<file path="src/rtl/tmr_cnt_gen.sv">
`default_nettype none
// ============================================================================
// Module   : tmr_cnt_gen
// Purpose  : Timer count generator. Owns the TCNT counter and its clock-select
//            prescaler. TCNT steps up or down by one (modulo 2^DATA_WIDTH) on
//            each prescaler tick and can be parallel-loaded from TDR. A
//            one-cycle strobe plus the step direction qualify every stepped
//            value for the downstream overflow/underflow detector.
// Ports    : pclk          - system clock
//            preset_n      - asynchronous active-low reset
//            TDR           - parallel load value
//            TCR           - control: [7] load, [5] up_down (1 = down),
//                            [4] en, [1:0] cks (divide by 2/4/8/16)
//            TCNT          - registered counter value
//            count_enable  - high in the first cycle a stepped TCNT is visible
//            count_up_down - direction of the step flagged by count_enable
// Revision : 1.0 - initial release
// ============================================================================
module tmr_cnt_gen #(
    parameter int DATA_WIDTH = 8,
    parameter int DIV_WIDTH  = 4
) (
    input  logic                  pclk,
    input  logic                  preset_n,
    input  logic [DATA_WIDTH-1:0] TDR,
    input  logic [DATA_WIDTH-1:0] TCR,
    output logic [DATA_WIDTH-1:0] TCNT,
    output logic                  count_enable,
    output logic                  count_up_down
);

    localparam logic [DIV_WIDTH-1:0]  c_div_one  = {{(DIV_WIDTH-1){1'b0}}, 1'b1};
    localparam logic [DATA_WIDTH-1:0] c_data_one = {{(DATA_WIDTH-1){1'b0}}, 1'b1};

    // Control field decode
    logic       w_load;
    logic       w_dn;
    logic       w_en;
    logic [1:0] w_cks;
    logic       w_unused_tcr;

    assign w_load       = TCR[7];
    assign w_dn         = TCR[5];
    assign w_en         = TCR[4];
    assign w_cks        = TCR[1:0];
    assign w_unused_tcr = ^{TCR[6], TCR[3:2]};

    // State
    logic [DIV_WIDTH-1:0]  div_cnt_q, div_cnt_d;
    logic [DATA_WIDTH-1:0] tcnt_q,    tcnt_d;
    logic                  cen_q,     cen_d;
    logic                  cud_q,     cud_d;

    // Prescaler mask: the low (cks+1) bits set, i.e. (2 << cks) - 1.
    logic [DIV_WIDTH-1:0] w_mask;
    always_comb begin
        w_mask = '0;
        for (int i = 0; i < DIV_WIDTH; i++) begin
            if (i <= int'(w_cks)) begin
                w_mask[i] = 1'b1;
            end
        end
    end

    // A tick is the last cycle of a prescale period. The mask is applied to
    // the free-running div_cnt, so a cks change takes effect without
    // clearing the prescaler.
    logic w_tick;
    assign w_tick = w_en & ~w_load & ((div_cnt_q & w_mask) == w_mask);

    always_comb begin
        div_cnt_d = div_cnt_q;
        tcnt_d    = tcnt_q;
        cen_d     = 1'b0;
        cud_d     = cud_q;
        if (w_load) begin
            // Load overrides everything and never produces a strobe.
            tcnt_d    = TDR;
            div_cnt_d = '0;
        end else if (!w_en) begin
            // Halt: restart the full prescale period on re-enable.
            div_cnt_d = '0;
        end else begin
            div_cnt_d = div_cnt_q + c_div_one;
            if (w_tick) begin
                tcnt_d = w_dn ? (tcnt_q - c_data_one) : (tcnt_q + c_data_one);
                cen_d  = 1'b1;
                cud_d  = w_dn;
            end
        end
    end

    always_ff @(posedge pclk or negedge preset_n) begin
        if (!preset_n) begin
            div_cnt_q <= '0;
            tcnt_q    <= '0;
            cen_q     <= 1'b0;
            cud_q     <= 1'b0;
        end else begin
            div_cnt_q <= div_cnt_d;
            tcnt_q    <= tcnt_d;
            cen_q     <= cen_d;
            cud_q     <= cud_d;
        end
    end

    assign TCNT          = tcnt_q;
    assign count_enable  = cen_q;
    assign count_up_down = cud_q;

endmodule
`default_nettype wire

</file>
<file path="config.mk">
export PLATFORM = sky130hd
export DESIGN_NAME = tmr_cnt_gen
export DESIGN_NICKNAME = d
export VERILOG_FILES = /design/src/rtl/tmr_cnt_gen.sv
export SDC_FILE = /design/constraint.sdc
export NUM_CORES = 1
export LEC_CHECK = 0
export ABC_AREA = 0
export CAP_MARGIN = 20
export CORE_UTILIZATION = 45
export DETAILED_ROUTE_END_ITERATION = 12
export PLACE_DENSITY = 0.78
export SLEW_MARGIN = 20
export SYNTH_ARGS = -nofsm -noshare
export SYNTH_HDL_FRONTEND = slang
export SYNTH_SLANG_ARGS = --single-unit
</file>
<file path="constraint.sdc">
create_clock -name pclk -period 2.6 [get_ports pclk]
set_clock_uncertainty 0.15 [all_clocks]
set_input_delay 0.65 -clock pclk [delete_from_list [all_inputs] [get_ports pclk]]
set_output_delay 0.65 -clock pclk [all_outputs]
set_load 0.005 [all_outputs]
</file>
==> summary.md <==
| Metric | Value |
|---|---|
| Post-route ant nets | `0` |
| Yosys Warn Count | `0` |
| Initial Util | `approximately half` |
| Layout area overhead | `44.41%` |
| Least-Margin Pin Slew | `0.6530 ns` |
| Nets | `between 150 and 200` |
| Final hold vios | `0` |
| Clock Latency Late Sink | `roughly 0.27 ns` |
| Overall routing resource usage | `roughly 22%` |
| Synth cell count leaders | `dfrtp_1, nand2_1, nor2_1, o21ai_0, ha_1` |
| Final Cell Area | `around 0.0013 mm²` |
| Sequential area share after synthesis | `between 30 and 40%` |
| Worst hold path class | `reg2reg` |
| Routed vias/inst | `between 4 and 5` |
| Placed Area | `between 0.001 and 0.0015 mm²` |
| Largest net degree at the start of global routing | `18` |
| Setup TNS | `0 ns` |
| Die X | `approximately 47 µm` |
| Min-Delay Path Depth | `2` |
| Hold buffer count at CTS | `0` |
| Combinational share of power | `33.2%` |
| Grt total ovfl | `0` |
| F_max | `418.2 MHz` |
| Site Rows | `15` |
| Endpoints failing setup | `0` |
| Clk root buf | `clkbuf_4` |
| Gate count after technology mapping | `about 100` |
| Synth area leaders | `dfrtp_1, ha_1, o21ai_0, nand2_1, nor2_1` |
| Initial DRC count | `13` |
| Switching pwr | `between 0.00015 and 0.0002 W` |
| Pint | `around 0.00043 W` |
| DRC | `0` |
| MaxCap Viol Count | `0` |
| Most used DFF post-synth | `dfrtp_1` |
| First-pass GRT wire length | `~3.4 mm` |
| Worst slack, placed | `-0.3239 ns` |
| Core Area | `~0.0018 mm²` |
| Top cell type's share of synthesized area | `between 30% and 40%` |
| Cts bufs inserted | `3` |
| CP Data Arrival Time | `~2.4 ns` |
| Port Buffers | `24` |
| Post-synthesis cell area | `roughly 900 µm²` |
| Hpwl dp | `around 1.6 mm` |
| Initial antenna violation count | `0` |
| Vias in the first global route | `just under 800` |
| Ys async rst share | `between 90% and 100%` |
| Static leakage | `approximately 0.60 nW` |
| Setup WS post-layout | `roughly 0.21 ns` |
| Die Y | `46.62 µm` |
| Crit end category | `flop` |
| Largest fanout on the critical path | `6` |
| Flops & latches, synth | `14` |
| Status | `complete, no violations` |
| Max Root-Sink Buffers | `2` |
| Final Util | `71.81%` |
| Final Cycle Share | `between 90% and 100%` |
| Synth cell types | `28` |
| Final wirelength | `approximately 2 mm` |
| CP startpoint kind | `primary input` |
| Vias | `roughly 820` |
| Most frequent cell after synthesis | `dfrtp_1` |
| RSZ-0062 raised after global routing | `no` |
| Post-synth EDFFs | `0` |
| Rel. slew slack | `between 50% and 60%` |
| Cell taking the most area after synthesis | `dfrtp_1` |
| CTS tree | `done` |
| FF-to-FF path depth | `7` |
| Min Hold Slack | `around 0.38 ns` |
| VDD IR max | `around 0.28 mV` |
| Ant diodes | `0` |
| Sequential share of power | `41.1%` |
| Layout cells sized above 1 | `between 10% and 20%` |
| Clock power frac | `25.8%` |
| Syn Nets | `128` |
| Ports | `28` |
| Drt pass-1 iters | `4` |
| RD Place Congestion | `~0.8` |
| Drt wl/cell | `roughly 12 µm` |
| Sink Count | `14` |
| Final Critical Period | `~2.4 ns` |
| Slew Limit Fails | `0` |
| H-tree levels | `1` |
| Clock transition at path regs | `roughly 0.080 ns` |
| Syn Area/Cell | `between 8 and 9 µm²` |
| Setup CP Type | `in2reg` |
| Die area | `around 0.0022 mm²` |
| Pwr/cell area | `468.3 mW/mm²` |
| Switching Share | `around 28%` |
| CP required | `2.61 ns` |
-- cells in the final DEF, fill, tap and decap left out --
cell / n
fa_1: 1
or2b_1: 1
a31oi_2: 1
nand2_1: 12
o21bai_1: 1
dlygate4sd2_1: 1
a211oi_2: 1
nand2b_1: 1
dfrtp_1: 14
clkdlybuf4s50_1: 23
a211oi_1: 2
clkbuf_4: 3
a21o_1: 1
a221o_1: 1
o21ai_1: 2
nor2_1: 11
nand4_1: 2
nand3_1: 1
nor3_1: 5
inv_1: 6
xnor2_1: 3
buf_4: 14
o21ai_0: 9
and2_1: 1
clkbuf_8: 1
ha_1: 7
nor2b_1: 4
xor2_1: 3
o221ai_1: 2
o21a_1: 1
a21oi_1: 6
-- sequential cells by signal (all words and copies together), names as in the netlist --
signal	flops
TCNT	8
count_up_down	1
count_enable	1
div_cnt_q	4
-- area by class of cell --
cell class	count	area [µm²]
clock buffer	4	36.28
fill	153	508.0
inverter	6	22.52
multi-input combinational	79	509.2
sequential	14	350.3
tap	25	31.28
timing repair buffer	38	344.1
-- power groups by stage --
| stage | registers, W | logic [W] | clock network (W) |
|---|---|---|---|
| 2_1_floorplan | 0.000252 | 0.0000983 | 0 |
| 3_3_place_gp | 0.000252 | 0.000196 | 0 |
| 3_5_place_dp | 0.000253 | 0.000201 | 0 |
| 4_1_cts | 0.000249 | 0.000202 | 0.000159 |
| 5_1_grt | 0.000251 | 0.000225 | 0.000171 |
| 6_report | 0.000249 | 0.000201 | 0.000156 |
-- through the flow --
stage                power, W  std cells
floorplan           0.0003501        102
global placement    0.0004477        162
detailed placement  0.0004546        162
CTS                 0.0006102        166
global route        0.0006468        166
finish              0.0006059        166
-- critical path: stages --
cell and delay [ns]:
dlygate4sd2_1 0.32, ha_1 0.36, a211oi_2 0.26, o21ai_1 0.12, a31oi_2 0.18, xnor2_1 0.16
a21oi_1 0.09, a221o_1 0.26
-- metal layers --
| layer | global-route usage, % | wire [µm] |
|---|---|---|
| met1 | 29.74 | 959 |
| met2 | 36.11 | 950 |
| met3 | 3.529 | 95 |
| met4 | 6.857 | 17 |
| met5 | 0 | 0 |
-- cells by family (layout without fill, tap and decap cells) --
group / after synthesis / in the layout / share of synthesized area (%)
compound gates: 27 / 27 / 19.55
xor+xnor: 6 / 6 / 5.867
flops: 14 / 14 / 39.11
simple gates: 38 / 38 / 19.41
buf+inv: 9 / 48 / 4.050
fa+ha+maj: 8 / 8 / 12.01
-- repair_timing --
item | in CTS | in global routing
setup endpoints to repair | 2 | 0
endpoints found under the hold margin | 0 | 0
gates resized for setup | 1 | 0
buffers inserted | 0 | 0
-- path summary, 6_finish.rpt --
path,from,slack [ns],to
worst max-delay path,TCR[5],0.21,TCNT[7]
worst min-delay path,count_up_down,0.38,count_up_down
worst max register to register,TCNT[1],0.52,TCNT[7]
worst min register to register,count_up_down,0.38,count_up_down
max in group asynchronous,preset_n,1.26,div_cnt_q[0]
min in group asynchronous,preset_n,0.62,TCNT[5]
No activity file was read; power rests on OpenSTA's default activity.
